<file path="src/rtl/audio_mix_scheduler_if.sv">
// rtl/audio_mix_scheduler_if.sv - voice poll bus and codec output handshake
interface audio_mix_scheduler_if #(
  parameter int NUM_VOICES = 4,
  parameter int W          = 16
) ();
  logic [NUM_VOICES-1:0] voice_req;
  logic                  voice_ack;
  logic [W-1:0]          voice_data;
  logic [W-1:0]          out_sample;
  logic                  out_valid;
  logic                  out_ready;

  modport master (
    output voice_req, out_sample, out_valid,
    input  voice_ack, voice_data, out_ready
  );

  modport slave (
    input  voice_req, out_sample, out_valid,
    output voice_ack, voice_data, out_ready
  );
endinterface

</file>
<file path="src/rtl/audio_mix_scheduler.sv">
// rtl/audio_mix_scheduler.sv - sample-rate divider, voice poller and saturating mixer
module audio_mix_scheduler #(
  parameter int DIV        = 32,
  parameter int NUM_VOICES = 4,
  parameter int W          = 16,
  parameter int TIMEOUT    = 4
) (
  input  logic                   in_clk,
  input  logic                   resetn,
  input  logic                   enable,
  input  logic [NUM_VOICES-1:0]  voice_mute,
  audio_mix_scheduler_if.master  bus,
  output logic                   tick,
  output logic                   overrun,
  output logic                   timeout
);
  localparam int CW = $clog2(DIV);
  localparam int TW = $clog2(TIMEOUT + 1);
  localparam int AW = W + 3;
  localparam logic signed [AW-1:0] MAX_V = {4'b0000, {(W-1){1'b1}}};
  localparam logic signed [AW-1:0] MIN_V = {4'b1111, {(W-1){1'b0}}};
  localparam logic [2:0] LAST_IDX = 3'(NUM_VOICES - 1);

  typedef enum logic [1:0] {IDLE, REQ, SAT, OUT} state_t;

  state_t                 state_q, state_d;
  logic [CW-1:0]          cnt_q, cnt_d;
  logic [2:0]             idx_q, idx_d;
  logic [TW-1:0]          wait_q, wait_d;
  logic signed [AW-1:0]   acc_q, acc_d;
  logic [NUM_VOICES-1:0]  voice_req_q, voice_req_d;
  logic [W-1:0]           out_sample_q, out_sample_d;
  logic                   out_valid_q, out_valid_d;
  logic                   overrun_q, overrun_d;
  logic                   timeout_q, timeout_d;
  logic                   advance;

  // A muted voice gets no request; REQ treats an empty request as "skip".
  function automatic logic [NUM_VOICES-1:0] req_for(input logic [2:0] i,
                                                    input logic [NUM_VOICES-1:0] m);
    logic [NUM_VOICES-1:0] oh;
    oh = '0;
    for (int k = 0; k < NUM_VOICES; k++) begin
      if (i == 3'(k)) oh[k] = !m[k];
    end
    return oh;
  endfunction

  assign tick           = enable && (cnt_q == CW'(DIV - 1));
  assign bus.voice_req  = voice_req_q;
  assign bus.out_sample = out_sample_q;
  assign bus.out_valid  = out_valid_q;
  assign overrun        = overrun_q;
  assign timeout        = timeout_q;

  always_comb begin
    state_d      = state_q;
    cnt_d        = '0;
    idx_d        = idx_q;
    wait_d       = wait_q;
    acc_d        = acc_q;
    voice_req_d  = voice_req_q;
    out_sample_d = out_sample_q;
    out_valid_d  = out_valid_q;
    overrun_d    = overrun_q | (tick && (state_q != IDLE));
    timeout_d    = timeout_q;
    advance      = 1'b0;

    if (enable) cnt_d = (cnt_q == CW'(DIV - 1)) ? '0 : cnt_q + CW'(1);

    case (state_q)
      IDLE: begin
        if (tick) begin
          acc_d       = '0;
          idx_d       = '0;
          wait_d      = '0;
          voice_req_d = req_for(3'd0, voice_mute);
          state_d     = REQ;
        end
      end
      REQ: begin
        if (voice_req_q == '0) begin
          advance = 1'b1;
        end else if (bus.voice_ack) begin
          acc_d   = acc_q + {{3{bus.voice_data[W-1]}}, bus.voice_data};
          advance = 1'b1;
        end else if (wait_q == TW'(TIMEOUT)) begin
          timeout_d = 1'b1;
          advance   = 1'b1;
        end else begin
          wait_d = wait_q + TW'(1);
        end
        if (advance) begin
          wait_d = '0;
          if (idx_q == LAST_IDX) begin
            voice_req_d = '0;
            state_d     = SAT;
          end else begin
            idx_d       = idx_q + 3'd1;
            voice_req_d = req_for(idx_q + 3'd1, voice_mute);
          end
        end
      end
      SAT: begin
        if (acc_q > MAX_V)      out_sample_d = MAX_V[W-1:0];
        else if (acc_q < MIN_V) out_sample_d = MIN_V[W-1:0];
        else                    out_sample_d = acc_q[W-1:0];
        out_valid_d = 1'b1;
        state_d     = OUT;
      end
      OUT: begin
        if (bus.out_ready) begin
          out_valid_d = 1'b0;
          state_d     = IDLE;
        end
      end
      default: state_d = IDLE;
    endcase
  end

  always_ff @(posedge in_clk or negedge resetn) begin
    if (!resetn) begin
      state_q      <= IDLE;
      cnt_q        <= '0;
      idx_q        <= '0;
      wait_q       <= '0;
      acc_q        <= '0;
      voice_req_q  <= '0;
      out_sample_q <= '0;
      out_valid_q  <= 1'b0;
      overrun_q    <= 1'b0;
      timeout_q    <= 1'b0;
    end else begin
      state_q      <= state_d;
      cnt_q        <= cnt_d;
      idx_q        <= idx_d;
      wait_q       <= wait_d;
      acc_q        <= acc_d;
      voice_req_q  <= voice_req_d;
      out_sample_q <= out_sample_d;
      out_valid_q  <= out_valid_d;
      overrun_q    <= overrun_d;
      timeout_q    <= timeout_d;
    end
  end
endmodule
</file>
<file path="src/flat_wrapper.sv">
// flat-port wrapper written by rule: the top's interface ports become plain ports
module audio_mix_scheduler_flat 
#(
  parameter int DIV        = 32,
  parameter int NUM_VOICES = 4,
  parameter int W          = 16,
  parameter int TIMEOUT    = 4
)
  (in_clk, resetn, enable, voice_mute, tick, overrun, timeout, bus_voice_req, bus_out_sample, bus_out_valid, bus_voice_ack, bus_voice_data, bus_out_ready);
  audio_mix_scheduler_if #(.NUM_VOICES(NUM_VOICES), .W(W)) bus_i ();
  input  logic in_clk;
  input  logic resetn;
  input  logic enable;
  input  logic [NUM_VOICES-1:0] voice_mute;
  output logic tick;
  output logic overrun;
  output logic timeout;
  output wire logic [$bits(bus_i.voice_req)-1:0] bus_voice_req;
  output wire logic [$bits(bus_i.out_sample)-1:0] bus_out_sample;
  output wire logic [$bits(bus_i.out_valid)-1:0] bus_out_valid;
  input wire logic [$bits(bus_i.voice_ack)-1:0] bus_voice_ack;
  input wire logic [$bits(bus_i.voice_data)-1:0] bus_voice_data;
  input wire logic [$bits(bus_i.out_ready)-1:0] bus_out_ready;
  assign bus_voice_req = bus_i.voice_req;
  assign bus_out_sample = bus_i.out_sample;
  assign bus_out_valid = bus_i.out_valid;
  assign bus_i.voice_ack = bus_voice_ack;
  assign bus_i.voice_data = bus_voice_data;
  assign bus_i.out_ready = bus_out_ready;
  audio_mix_scheduler #(.DIV(DIV), .NUM_VOICES(NUM_VOICES), .W(W), .TIMEOUT(TIMEOUT)) u_core (.in_clk(in_clk), .resetn(resetn), .enable(enable), .voice_mute(voice_mute), .bus(bus_i), .tick(tick), .overrun(overrun), .timeout(timeout));
endmodule
</file>
<file path="config.mk">
export PLATFORM = sky130hd
export DESIGN_NAME = audio_mix_scheduler_flat
export DESIGN_NICKNAME = d
export VERILOG_FILES = /design/src/rtl/audio_mix_scheduler_if.sv /design/src/rtl/audio_mix_scheduler.sv /design/src/flat_wrapper.sv
export SDC_FILE = /design/constraint.sdc
export NUM_CORES = 1
export LEC_CHECK = 0
export CORE_UTILIZATION = 43
export CTS_CLUSTER_SIZE = 25
export DETAILED_ROUTE_END_ITERATION = 10
export DONT_BUFFER_PORTS = 1
export SLEW_MARGIN = 20
export SYNTH_ARGS = -nofsm -noshare
export SYNTH_HDL_FRONTEND = slang
export SYNTH_SLANG_ARGS = --single-unit
</file>
<file path="constraint.sdc">
create_clock -name in_clk -period 4.82 [get_ports in_clk]
set_input_delay 0.482 -clock in_clk [delete_from_list [all_inputs] [get_ports in_clk]]
set_output_delay 0.482 -clock in_clk [all_outputs]
set_load 0.1 [all_outputs]
</file>
Word-level counts from Yosys, hierarchy flattened
Index checks and enable logic that the tools add are counted.

cells by class
  add/sub/neg operators = 4
  order comparisons = 2
  equality and inequality tests = 19
  mux-type cells = 36
  bitwise logic cells = 3
  reduce and logical (&&, ||, !) cells = 19

operator list
  cell                    number
  $mux W19                3
  $pmux W19 S2            1
  $mux W16                2
  $mux W3                 7
  $add A19 B19 Y19        1
  $gt A19 B16 Y1 const B  1
  $lt A19 B16 Y1 const B  1
  $reduce_and A4 Y1       4
  $mux W4                 3
  $pmux W3 S2             2
  $mux W5                 2
  $eq A3 B2 Y1 const B    3
  $mux W1                 9
  $mux W2                 4
  $ne A2 B2 Y1 const B    4
  $pmux W2 S4             1
  $pmux W4 S2             1
  $add A3 B1 Y3 const B   2
  $ne A2 B1 Y1 const B    3
  $ne A3 B3 Y1 const B    2
  $reduce_bool A2 Y1      3
  $add A5 B1 Y5 const B   1
  $eq A5 B5 Y1 const B    1
  $reduce_and A5 Y1       1
  15 further kinds        21

storage, ports and cells
  bits in registers = 55
  input port bits = 25
  word-level logic and storage cells = 93

Logic depth before layout (Yosys ltp)
  depth in word-level cells = 7
  depth in mapped cells = 10
  gate-level depth less buffers = 10

Worst setup path after synthesis
No wires, ideal clock.

  path kind = reg2reg
  start point = reg u_core.cnt_q[0]
  end point = reg u_core.acc_q[18]
  arrival time = 2.606 ns
  path slack = 2.138 ns
  stages on the path, launching flop included = 11
  path buffers = 0
  cells stage by stage = dfrtp_1 ha_1 and3_1 ha_1 nand2_1 inv_1 mux2i_1 a21oi_1 nand2_1 or3_1 o21ai_1

on the way
  longest elaborated chain between the ends = 4

ends and longest elaborated chain
  what                                line                        text
  start: declaration                  audio_mix_scheduler.sv:27   logic [CW-1:0] cnt_q, cnt_d;
  start signal: assignment            audio_mix_scheduler.sv:135  cnt_q <= cnt_d;
  $eq A5 B5 Y1                        audio_mix_scheduler.sv:49   assign tick = enable && (cnt_q == CW'(DIV - 1));
  $logic_and A1 B1 Y1                 audio_mix_scheduler.sv:49
  net tick                            flat_wrapper.sv:15          output logic tick;
  $ne A2 B1 Y1 (no source line)       --
  $reduce_and A4 Y1 (no source line)  --
  end signal: assignment              audio_mix_scheduler.sv:127  acc_q <= '0;
  end signal: assignment              audio_mix_scheduler.sv:138  acc_q <= acc_d;
  end: declaration                    audio_mix_scheduler.sv:30   logic signed [AW-1:0] acc_q, acc_d;

The timed path passes the listed nets, and every way through them passes these cells.
A chain may end at the register's enable or synchronous reset.

Final worst setup path
Ends and elaborated chain as after synthesis.

==> summary.md <==
| Metric | Value |
|---|---|
| Crit end category | `flip-flop` |
| Hold Fails Final Rpt | `0` |
| Synth-to-Final Area Change | `5.54%` |
| Routability cong. | `0.826` |
| Final setup viols | `0` |
| Routed Antenna Nets | `0` |
| Min Tclk post-route | `3.17 ns` |
| Yosys reg bits | `55` |
| Worst hold slack | `0.0279 ns` |
| Max FO, Critical Path | `13` |
| Ys Warns | `0` |
| Final Max Tran Viols | `0` |
| Total track usage | `18.0%` |
| EDFF count, synth | `0` |
| Detailed-route wire length | `6920 um` |
| Vias | `2370` |
| Clk pwr share | `10.0%` |
| Crit start category | `flip-flop` |
| Critical path class | `reg2reg` |
| Worst-Skew Late Latency | `0.31 ns` |
| Routed vias/inst | `5.25` |
| P_sw | `1.39 mW` |
| Core Region | `0.00737 mm^2` |
| Number of antenna violations at the first check in global routing | `0` |
| Vias in the first global route | `2308` |
| CTS tree | `yes` |
| Fin crit share | `65.7%` |
| Primary FF master, synth | `dfrtp_1` |
| Drt pass-1 iters | `4` |
| Fin Clk Skew | `0.0110 ns` |
| Comb power frac | `42.3%` |
| Die width | `89.9 um` |
| IO Pins | `49` |
| Synth Cell Area | `0.00332 mm^2` |
| Mapped Cells | `354` |
| CP required | `5.06 ns` |
| RSZ-0062 raised after global routing | `no` |
| Most frequent cells in the layout | `dfrtp_1, nand2_1, ha_1` |
| Internal | `1.14 mW` |
| Post-synth ARST share | `100%` |
| Pwr dens | `722 mW/mm^2` |
| DRC | `0` |
| Site Rows | `31` |
| Leak | `1.69 nW` |
| Unique masters post-synth | `50` |
| CTS root buf | `clkbuf_8` |
| H-tree depth | `2` |
| Post-DP HPWL | `5180 um` |
| Grt ovf | `0` |
| DIE AREA | `0.00808 mm^2` |
| Status | `complete, no violations` |
| Sw frac | `54.9%` |
| Largest net degree at the start of global routing | `56` |
| CTS Sinks | `55` |
| Hold crit path type | `in2async` |
| Net Count, Synth | `413` |
| Fmax | `316 MHz` |
| DIE HEIGHT | `89.9 um` |
| Number of DRC markers in iteration 0 | `76` |
| Wire per inst | `15.3 um` |
| Starting density of the core | `45.1%` |
| Total CTS buffers | `5` |
| Fraction of layout cells with a size suffix above 1 | `6.82%` |
| Mean Syn Cell Area | `9.38 um^2` |
| Clock Pin Slew Worst Setup and Hold Paths | `0.10 ns` |
| Max VDD drop | `0.208 mV` |
| Sequential share of power | `47.7%` |
| Count of input and output buffers | `0` |
| Most common cell after layout, fill and taps aside | `dfrtp_1` |
| Seq/Total Area, Yosys | `41.4%` |
| Relative slew slack | `37.9%` |
| Crit path DAT | `3.41 ns` |
| Max-Cap Viols | `0` |
| Setup TNS | `0 ns` |
| Max Buffers Root-to-Sink | `2` |
| Ant. Diodes | `0` |
| Worst-Margin Slew | `0.932 ns` |
| Post-CTS sizing | `0` |
| Total Nets Final | `410` |
| First-pass GRT wire length | `11600 um` |
[stage by stage]
step / instances / cell area [um^2] / setup slack, ns / util [%] / power, mW
floorplan: 354 / 3320 / 2.14 / - / 2.04
global placement: 442 / 3390 / 1.75 / 46.0 / 2.26
detailed placement: 442 / 3390 / 1.65 / 46.0 / 2.28
CTS: 451 / 3500 / 1.61 / 47.5 / 2.55
global route: 451 / 3500 / 1.41 / 47.6 / 2.75
finish: 451 / 3500 / 1.65 / 47.6 / 2.53
[path summary, 6_finish.rpt]
| check | cells past startpoint | slack [ns] | startpoint | to |
|---|---|---|---|---|
| max | 10 | 1.65 | u_core.cnt_q[0] | u_core.acc_q[18] |
| min | 1 | 0.03 | resetn | u_core.overrun |
| max reg2reg | 10 | 1.65 | u_core.cnt_q[0] | u_core.acc_q[18] |
| min reg2reg | 1 | 0.47 | u_core.cnt_q[0] | u_core.cnt_q[0] |
| max in group asynchronous | 1 | 4.55 | resetn | u_core.acc_q[13] |
| min in group in_clk | 1 | 0.26 | voice_mute[3] | u_core.bus.voice_req[3] |
[sequential cells by signal (all words and copies together), names as in the netlist]
signal and count:
u_core.cnt_q 5, u_core.overrun 1, u_core.idx_q 3, u_core.acc_q 19, u_core.bus.out_valid 1, u_core.wait_q 3, u_core.bus.voice_req 4, u_core.timeout 1
u_core.bus.out_sample 16, u_core.state_q 2
[power groups by stage]
stage / Sequential (mW) / Clock (mW) / Combinational [mW]
after floorplan: 1.16 / 0 / 0.872
after global placement: 1.22 / 0 / 1.04
after detailed placement: 1.22 / 0 / 1.06
after CTS: 1.21 / 0.261 / 1.08
after global routing: 1.23 / 0.282 / 1.24
final: 1.21 / 0.252 / 1.07
[cell usage after synthesis, drive strengths merged, types with 6 or more instances]
cell type  count  area (um^2)
a21o           7         52.6
nor2          27          101
a21oi         21          105
clkbuf         6         25.0
dfrtp         55         1380
xor2          10         87.6
o21ai         29          149
nand2         46          180
ha            33          413
o22ai         15         93.8
and3           6         37.5
inv           29          109
xnor2          9         78.8
o31ai          6         50.1
[critical path, stage by stage (launching register included)]
cell and delay [ns]:
dfrtp_1 0.38, ha_1 0.19, and3_1 0.16, ha_1 0.15, nand2_1 0.08, inv_1 0.63
mux2i_1 0.41, a21oi_1 0.31, nand2_1 0.30, or3_1 0.42, o21ai_1 0.07
[repair_timing]
item,in CTS,in global routing
hold endpoints to repair,55,0
hold buffers,1,0
setup buffers,0,0
[cell type report]
cell class	instances	area, um^2
clock buffer	6	72.6
fill	713	3860
inverter	30	113
clock inverter	2	12.5
multi-input combinational	258	1780
timing repair buffer	1	27.5
tap	99	124
sequential	55	1380
[logic make-up after synthesis]
group	synth area share [%]
AND/OR/NAND/NOR	14.8
AO/OA/AOI/OAI	19.3
flip-flops	41.4
buffers and inverters	5.09
adder cells (fa/ha/maj)	13.0
XOR/XNOR	5.01
multiplexers	1.32
[metal layers]
metal,vias to the layer above,GRT usage [%],share of wire (%)
met5,-,0,0
met4,0,5.24,1.0
met3,6,4.48,4.2
met2,36,25.8,42
met1,1094,26.8,53
li1,1234,-,-
No activity file was read; power rests on OpenSTA's default activity.
